File: config.mk
export PLATFORM = sky130hd
export DESIGN_NAME = enc16to4_drain_flat
export DESIGN_NICKNAME = d
export VERILOG_FILES = /design/src/rtl/enc16to4_drain_pkg.sv /design/src/rtl/enc16to4_drain_if.sv /design/src/rtl/enc16to4_drain_ffs16.sv /design/src/rtl/enc16to4_drain.sv /design/src/flat_wrapper.sv
export SDC_FILE = /design/constraint.sdc
export NUM_CORES = 1
export LEC_CHECK = 0
export BUFFER_PORTS_ARGS = -buffer_cell sky130_fd_sc_hd__buf_2
export CORE_MARGIN = 2
export CORE_UTILIZATION = 60
export DETAILED_ROUTE_END_ITERATION = 7
export PLACE_DENSITY_LB_ADDON = 0.12
export SLEW_MARGIN = 5
export SYNTH_ARGS = -nofsm -noshare
export SYNTH_HDL_FRONTEND = slang
export SYNTH_HIERARCHICAL = 1
export SYNTH_SLANG_ARGS = --single-unit
File: constraint.sdc
create_clock -name CLK -period 9.1 [get_ports CLK]
set_input_delay 0.455 -clock CLK [delete_from_list [all_inputs] [get_ports CLK]]
set_output_delay 0.455 -clock CLK [all_outputs]
set_load 0.05 [all_outputs]
File: src/rtl/enc16to4_drain_pkg.sv
// Shared types and sizing for the 16-to-4 draining encoder.
// Optional build macro: ENC16_MSB_FIRST_EN (picks the drain order in ffs16).
package enc16_pkg;

    localparam int N_IN   = 16;
    localparam int CODE_W = 4;
    localparam int CNT_W  = 5;

    typedef enum logic {
        IDLE  = 1'b0,
        DRAIN = 1'b1
    } state_t;

    function automatic logic [CNT_W-1:0] popcount(input logic [N_IN-1:0] v);
        logic [CNT_W-1:0] c;
        c = '0;
        for (int i = 0; i < N_IN; i++) begin
            c = c + CNT_W'(v[i]);
        end
        return c;
    endfunction

endpackage

File: src/rtl/enc16to4_drain_if.sv
// Request/code stream bundle of enc16to4_drain, plus the FSM state for observation.
// Handshake: a transfer happens on a cycle where VALID and READY are both high;
// the producer holds data stable while VALID is high and READY is low.
interface enc16to4_drain_if;
    import enc16_pkg::*;

    logic              ENA;
    logic              ENB;
    logic              ENC;
    logic [N_IN-1:0]   IN;
    logic              IN_VALID;
    logic              IN_READY;
    logic [CODE_W-1:0] OUT;
    logic              OUT_VALID;
    logic              OUT_READY;
    logic              OUT_LAST;
    logic [CNT_W-1:0]  OUT_CNT;
    logic              ZERO_PULSE;
    state_t            DBG_STATE;

    modport slave (
        input  ENA, ENB, ENC, IN, IN_VALID, OUT_READY,
        output IN_READY, OUT, OUT_VALID, OUT_LAST, OUT_CNT, ZERO_PULSE, DBG_STATE
    );

    modport master (
        output ENA, ENB, ENC, IN, IN_VALID, OUT_READY,
        input  IN_READY, OUT, OUT_VALID, OUT_LAST, OUT_CNT, ZERO_PULSE, DBG_STATE
    );

endinterface

File: src/rtl/enc16to4_drain_ffs16.sv
// Combinational find-first-set over 16 bits: lowest set bit by default,
// highest set bit when ENC16_MSB_FIRST_EN is defined.
module ffs16
    import enc16_pkg::*;
(
    input  logic [N_IN-1:0]   vec_i,
    output logic [CODE_W-1:0] idx_o,
    output logic              any_o
);

    always_comb begin
        idx_o = '0;
        any_o = |vec_i;
`ifdef ENC16_MSB_FIRST_EN
        // Ascending scan: the last hit is the highest set bit.
        for (int i = 0; i < N_IN; i++) begin
            if (vec_i[i]) idx_o = CODE_W'(i);
        end
`else
        // Descending scan: the last hit is the lowest set bit.
        for (int i = N_IN - 1; i >= 0; i--) begin
            if (vec_i[i]) idx_o = CODE_W'(i);
        end
`endif
    end

endmodule

File: src/rtl/enc16to4_drain.sv
// Sequential 16-to-4 encoder: accepts a request word and emits one code per set bit.
// Enabled when ENA & ENB & ~ENC; ENC16_MSB_FIRST_EN flips the drain order.
module enc16to4_drain
    import enc16_pkg::*;
(
    input  logic             CLK,
    input  logic             RST,
    enc16to4_drain_if.slave  bus
);

    state_t            state_q, state_d;
    logic [N_IN-1:0]   pending_q, pending_d;
    logic [CNT_W-1:0]  cnt_q, cnt_d;
    logic              zero_q, zero_d;

    logic              en;
    logic [CODE_W-1:0] ffs_idx;
    logic              ffs_any;
    logic              one_left;
    logic              in_ready;
    logic              out_valid;
    logic              accept;
    logic              pop;

    ffs16 u_ffs (
        .vec_i (pending_q),
        .idx_o (ffs_idx),
        .any_o (ffs_any)
    );

    assign en       = bus.ENA & bus.ENB & ~bus.ENC;
    assign one_left = ffs_any && ((pending_q & (pending_q - N_IN'(1))) == '0);

    // Handshake outputs are forced low while reset is held.
    assign in_ready  = (state_q == IDLE)  & en & ~RST;
    assign out_valid = (state_q == DRAIN) & en & ~RST;
    assign accept    = bus.IN_VALID & in_ready;
    assign pop       = out_valid & bus.OUT_READY;

    always_comb begin
        state_d   = state_q;
        pending_d = pending_q;
        cnt_d     = cnt_q;
        zero_d    = 1'b0;
        case (state_q)
            IDLE: begin
                if (accept) begin
                    if (bus.IN == '0) begin
                        zero_d = 1'b1;
                        cnt_d  = '0;
                    end else begin
                        pending_d = bus.IN;
                        cnt_d     = popcount(bus.IN);
                        state_d   = DRAIN;
                    end
                end
            end
            DRAIN: begin
                if (pop) begin
                    pending_d = pending_q & ~(N_IN'(1) << ffs_idx);
                    if (one_left) begin
                        pending_d = '0;
                        state_d   = IDLE;
                    end
                end
            end
            default: state_d = IDLE;
        endcase
    end

    always_ff @(posedge CLK) begin
        if (RST) begin
            state_q   <= IDLE;
            pending_q <= '0;
            cnt_q     <= '0;
            zero_q    <= 1'b0;
        end else begin
            state_q   <= state_d;
            pending_q <= pending_d;
            cnt_q     <= cnt_d;
            zero_q    <= zero_d;
        end
    end

    assign bus.IN_READY   = in_ready;
    assign bus.OUT_VALID  = out_valid;
    assign bus.OUT        = out_valid ? ffs_idx : '0;
    assign bus.OUT_LAST   = out_valid & one_left;
    assign bus.OUT_CNT    = cnt_q;
    assign bus.ZERO_PULSE = zero_q;
    assign bus.DBG_STATE  = state_q;

endmodule

File: src/flat_wrapper.sv
// flat-port wrapper written by rule: the top's interface ports become plain ports
module enc16to4_drain_flat import enc16_pkg::*;
  (CLK, RST, bus_ENA, bus_ENB, bus_ENC, bus_IN, bus_IN_VALID, bus_OUT_READY, bus_IN_READY, bus_OUT, bus_OUT_VALID, bus_OUT_LAST, bus_OUT_CNT, bus_ZERO_PULSE, bus_DBG_STATE);
  enc16to4_drain_if bus_i ();
  input  logic CLK;
  input  logic RST;
  input wire logic [$bits(bus_i.ENA)-1:0] bus_ENA;
  input wire logic [$bits(bus_i.ENB)-1:0] bus_ENB;
  input wire logic [$bits(bus_i.ENC)-1:0] bus_ENC;
  input wire logic [$bits(bus_i.IN)-1:0] bus_IN;
  input wire logic [$bits(bus_i.IN_VALID)-1:0] bus_IN_VALID;
  input wire logic [$bits(bus_i.OUT_READY)-1:0] bus_OUT_READY;
  output wire logic [$bits(bus_i.IN_READY)-1:0] bus_IN_READY;
  output wire logic [$bits(bus_i.OUT)-1:0] bus_OUT;
  output wire logic [$bits(bus_i.OUT_VALID)-1:0] bus_OUT_VALID;
  output wire logic [$bits(bus_i.OUT_LAST)-1:0] bus_OUT_LAST;
  output wire logic [$bits(bus_i.OUT_CNT)-1:0] bus_OUT_CNT;
  output wire logic [$bits(bus_i.ZERO_PULSE)-1:0] bus_ZERO_PULSE;
  output wire logic [$bits(bus_i.DBG_STATE)-1:0] bus_DBG_STATE;
  assign bus_i.ENA = bus_ENA;
  assign bus_i.ENB = bus_ENB;
  assign bus_i.ENC = bus_ENC;
  assign bus_i.IN = bus_IN;
  assign bus_i.IN_VALID = bus_IN_VALID;
  assign bus_i.OUT_READY = bus_OUT_READY;
  assign bus_IN_READY = bus_i.IN_READY;
  assign bus_OUT = bus_i.OUT;
  assign bus_OUT_VALID = bus_i.OUT_VALID;
  assign bus_OUT_LAST = bus_i.OUT_LAST;
  assign bus_OUT_CNT = bus_i.OUT_CNT;
  assign bus_ZERO_PULSE = bus_i.ZERO_PULSE;
  assign bus_DBG_STATE = bus_i.DBG_STATE;
  enc16to4_drain u_core (.CLK(CLK), .RST(RST), .bus(bus_i));
endmodule
## After elaboration in Yosys (flattened, before gate mapping)

Cells that the tools add are included.

| storage, ports and cells | value |
|---|---|
| word-level logic and storage cells | 76 |
| bits in registers | 23 |
| output and inout port bits | 14 |

| operators by class | value |
|---|---|
| reduce and logical (&&, ||, !) cells | 7 |
| eq/ne operators | 3 |
| shift-type cells | 1 |
| muxes and demuxes | 29 |
| $add $sub $neg | 16 |
| bitwise operators | 16 |

Operators with widths:

| kind | number |
|---|---|
| $add 5x1->5 | 14 |
| $mux 4 | 17 |
| $mux 16 | 4 |
| $and 16x16->16 | 2 |
| $logic_not 16->1 | 2 |
| $pmux 16 s2 | 1 |
| $not 16->16 | 1 |
| $reduce_or 16->1 | 1 |
| $shl 1x4->16 const A | 1 |
| $sub 16x1->16 const B | 1 |
| $and 1x1->1 | 9 |
| $mux 1 | 5 |
| $mux 5 | 1 |
| $ne 2x2->1 const B | 2 |
| $not 1->1 | 4 |
| $reduce_and 3->1 | 1 |
| $reduce_or 3->1 | 1 |
| $add 1x1->2 | 1 |
| $ne 2x1->1 const B | 1 |
| $pmux 1 s2 | 1 |
| $reduce_and 2->1 | 1 |
| $logic_and 1x1->1 | 1 |

## Depth between registers and ports, before layout

| logic depth | value |
|---|---|
| depth in word-level cells | 22 |
| gate-level depth with buffers | 14 |
| gate-level depth less buffers | 14 |

## Modules after synthesis

The synthesis kept the hierarchy.

Modules (own cells, without submodules):

| module | cells each | area an instance (um^2) | times used |
|---|---|---|---|
| enc16to4_drain | 241 | 2029.4 | 1 |
| ffs16 | 34 | 176.4 | 1 |

## Least setup slack after synthesis

No wires, ideal clock.

| timing path | value |
|---|---|
| path type | input to register |
| start point | in bus_IN[0] |
| end point | reg u_core.cnt_q[4] (netlist: u_core/bus.OUT_CNT[4]) |
| setup slack | 5504 ps |
| arrival | 3469 ps |
| stages on the path | 11 |
| required time | 8972 ps |
| setup time | 128 ps |
| path buffers | 0 |
| cells stage by stage | inv_1 > fa_1 > fa_1 > fa_1 > fa_1 > inv_1 > ha_1 > fa_1 > a21o_1 > a32oi_1 > nor2_1 |

| between the ends | value |
|---|---|
| longest elaborated chain between the ends | 16 |
| elaborated cells on any way between the ends | 17 |
| classes of those cells | add/sub (15); mux (1); reduce/logical (1) |

Ends and longest elaborated chain:

| item | RTL line | text |
|---|---|---|
| start: declaration | flat_wrapper.sv:10 | `input wire logic [$bits(bus_i.IN)-1:0] bus_IN;` |
| $add 1x1->2 | enc16to4_drain_pkg.sv:18 | `c = c + CNT_W'(v[i]);` |
| $add 5x1->5 (14 in series) | enc16to4_drain_pkg.sv:18 |  |
| $mux 5 * | enc16to4_drain.sv:48 | `if (bus.IN == '0) begin` |
| end signal: assignment | enc16to4_drain.sv:80 | `cnt_q <= cnt_d;` |
| end: declaration | enc16to4_drain.sv:13 | `logic [CNT_W-1:0] cnt_q, cnt_d;` |

Every way passes the cells marked *; elsewhere a longest branch is shown, timed or not.
A chain may end at the register's enable or synchronous reset.

## Worst setup path after layout

Ends and elaborated chain as after synthesis.

==> metrics.cfg <==
[placed_design]
io_buffer_count=36
gp_congestion=0.9226
dpl_cell_area_sq_um=2390
place_hpwl_um=4265
place_inst=344

[route]
ant_nets=0
drt_wl_total_um=5833
vias=2310
first_pass_iters=5
drc=0
wire_per_inst_um=16.76
vias_per_cell=6.638
drtIter0Drc=248

[critical_path]
critPathTopFamily=adder cells
critPathMaxStageDelay_ns=0.57
crit_path_end=u_core/bus.OUT_CNT[4]$_SDFFE_PP0P_
critPathKind=input pin to flip-flop
path_cells=buf_2, inv_1, fa_1, fa_1, fa_1, fa_1, inv_1, ha_1, fa_1, a21o_1, a32oi_1, nor2_1
arrival_ns=3.67
slowest_stage=fa_1
crit_start=bus_IN[0]
cp.buffers_inverters=3
worst_setup_path_start_kind=input pin
critPathMaxFanout=3
cp.required_ns=9.26
critical_path_depth=12
critPathCaptureType=flip-flop
timing.rr.end=u_core/pending_q[4]$_SDFFE_PP0P_
crit-reg2reg-launch=u_core/bus.DBG_STATE$_SDFF_PP0_
cp_common_cell=fa_1
reg2reg_depth=6
rrSetupSlack_ns=6.42

[cts]
cts_tree=built
postCtsHoldBufs=0
cts_root_buf=clkbuf_8
cts-buffers-inserted=3
post_cts_buffers=0
clock-sinks=23
insertion_delay_ns=0.27
clkSlewWorstSetupHoldPaths_ns=0.10
clock_path_buffers=2
post_cts_resize_count=0
cts.htree.levels=1

[timing]
skew_ns=0.01042
worst_slew_pin_slew_ns=0.9302
finalMaxSlewViolations=0
post-route-period-util_pct=38.60
rsz0062_at_grt=false
hold_viol=0
fin_tns_setup_ns=0
fin_crit_ns=3.512
fmax_mhz=284.7
relSlewSlack_pct=37.52
setup_viol=0

[logic_synthesis]
synth_edf_count=0
ys_seq_area_share_pct=20.87
synth_area_sq_um=2206
synth.most_common_cell=inv_1
syn_nets=314
synth-seq-cells=23
syn_area_per_cell_sq_um=8.021
synth_flop_cell=dfxtp_1
yosys.area.top_type_share_pct=20.87
synthCells=275
synthTopCellsByArea=dfxtp_1, fa_1, o211ai_1
yosysUniqueCellTypes=53
synth_top_area_cell=dfxtp_1
ys_warn_count=6
synth_commonest_cells=inv_1, dfxtp_1, nor2_1
ys_async_sr_fraction_pct=0

[die]
ioPinCount=37
chipHeight_um=64.64
die_w_um=64.64
std_cell_rows=22
core_area_sq_um=3606
die_area_sq_um=4178
initial_core_util_pct=61.17

[global_route]
grt.overflow.total=0
antenna_found_initial=0
grt_pass1_vias=2120
grt_max_degree=33
grt_usage_pct=29.42
grt_pass1_wl_um=9777

[hold_path]
hold_path_class=flip-flop to flip-flop

[run]
drv_cap=0

[cells_and_area]
area_growth_pct=10.66
seq_area_sq_um=460.4
multi_input_area_sq_um=1575
finalNetCount=340
design_area_sq_um=2441
nFillCells=322
final_cells=348
antennaDiodeCount=0
drive_above_1_share_pct=18.33

[power_and_ir_drop]
p_per_area_nw_per_um2=122.6
leakagePower_nw=1.141
p_total_uw=299.3
ir_worst_vdd_mv=0.1152

[outcome]
status=finished clean

through the flow:
step	worst slack [ns]	hold slack (ns)	utilization [%]
2_1_floorplan	5.504	0.5492	-
3_3_place_gp	5.351	0.4636	66.27
3_5_place_dp	5.295	0.4804	66.27
4_1_cts	5.581	0.5047	67.63
5_1_grt	5.466	0.5234	67.70
6_report	5.588	0.5059	67.70
layout by cell type (no fill, tap or decap), types with 5 or more instances in the layout:
master / netlist / layout
nor2_1: 21 / 21
fa_1: 10 / 10
dfxtp_1: 23 / 23
o211a_1: 10 / 10
nor4_1: 18 / 18
ha_1: 6 / 6
a21oi_1: 7 / 7
o211ai_1: 18 / 18
buf_2: 0 / 36
a31oi_1: 9 / 9
nand3_1: 12 / 12
nand2b_1: 5 / 5
inv_1: 27 / 27
o21bai_1: 7 / 7
o22ai_1: 8 / 8
nand2_1: 9 / 9
nand3b_1: 6 / 6
and3_1: 6 / 6
worst reg2reg max path, cell delays in order (launching register included):
cell      delay (ns)
dfxtp_1         0.32
buf_4           0.23
nor2b_2         0.68
nand3_1         0.69
o211a_1         0.35
o21bai_1        0.14
o211ai_1        0.11
area by class of cell:
| cell class | instances | share of cell area, % |
|---|---|---|
| clock buffer | 3 | 1.691 |
| clock inverter | 1 | 0.3075 |
| tap | 48 | 2.460 |
| multi-input combinational | 208 | 64.53 |
| timing repair buffer | 38 | 7.996 |
| sequential | 23 | 18.86 |
| inverter | 27 | 4.152 |
sequential cells by signal, summed over array words and instances (netlist names):
| register | count |
|---|---|
| u_core/bus.DBG_STATE | 1 |
| u_core/bus.OUT_CNT | 5 |
| u_core/bus.ZERO_PULSE | 1 |
| u_core/pending_q | 16 |
cells by family after synthesis:
family,count (synthesis),synth area share [%]
adders and majority gates,17,12.93
AOI/OAI and AO/OA,88,30.86
DFF,23,20.87
and+or+nand+nor,101,26.72
buffers and inverters,44,7.828
xor gates and xnor gates,2,0.7942
routing by layer:
layer / GRT usage, % / vias up / part of all wire [%]
met4: 8.511 / 0 / 1.3
li1: - / 1097 / -
met2: 48.70 / 112 / 48
met5: 0 / - / 0
met3: 3.472 / 9 / 5.5
met1: 40.48 / 1092 / 46
power by group:
part / switching (mW) / total (mW) / internal (mW)
Combinational: 0.0727 / 0.126 / 0.0537
Sequential: 0.00269 / 0.105 / 0.102
Clock: 0.0367 / 0.0678 / 0.0311
Total: 0.112 / 0.299 / 0.187
how the worst min path moves through the flow:
stage	start	to	slack, ns	depth (start not counted)
2_1_floorplan	u_core/pending_q[15]$_SDFFE_PP0P_	u_core/pending_q[15]$_SDFFE_PP0P_	0.55	2
3_3_place_gp	u_core/bus.OUT_CNT[4]$_SDFFE_PP0P_	u_core/bus.OUT_CNT[4]$_SDFFE_PP0P_	0.46	2
3_5_place_dp	u_core/bus.OUT_CNT[4]$_SDFFE_PP0P_	u_core/bus.OUT_CNT[4]$_SDFFE_PP0P_	0.48	2
4_1_cts	bus_IN[12]	u_core/bus.ZERO_PULSE$_SDFF_PP0_	0.50	4
5_1_grt	u_core/bus.OUT_CNT[4]$_SDFFE_PP0P_	u_core/bus.OUT_CNT[4]$_SDFFE_PP0P_	0.52	2
6_report	u_core/bus.OUT_CNT[4]$_SDFFE_PP0P_	u_core/bus.OUT_CNT[4]$_SDFFE_PP0P_	0.51	2
Power figures use the tool's default switching activity.
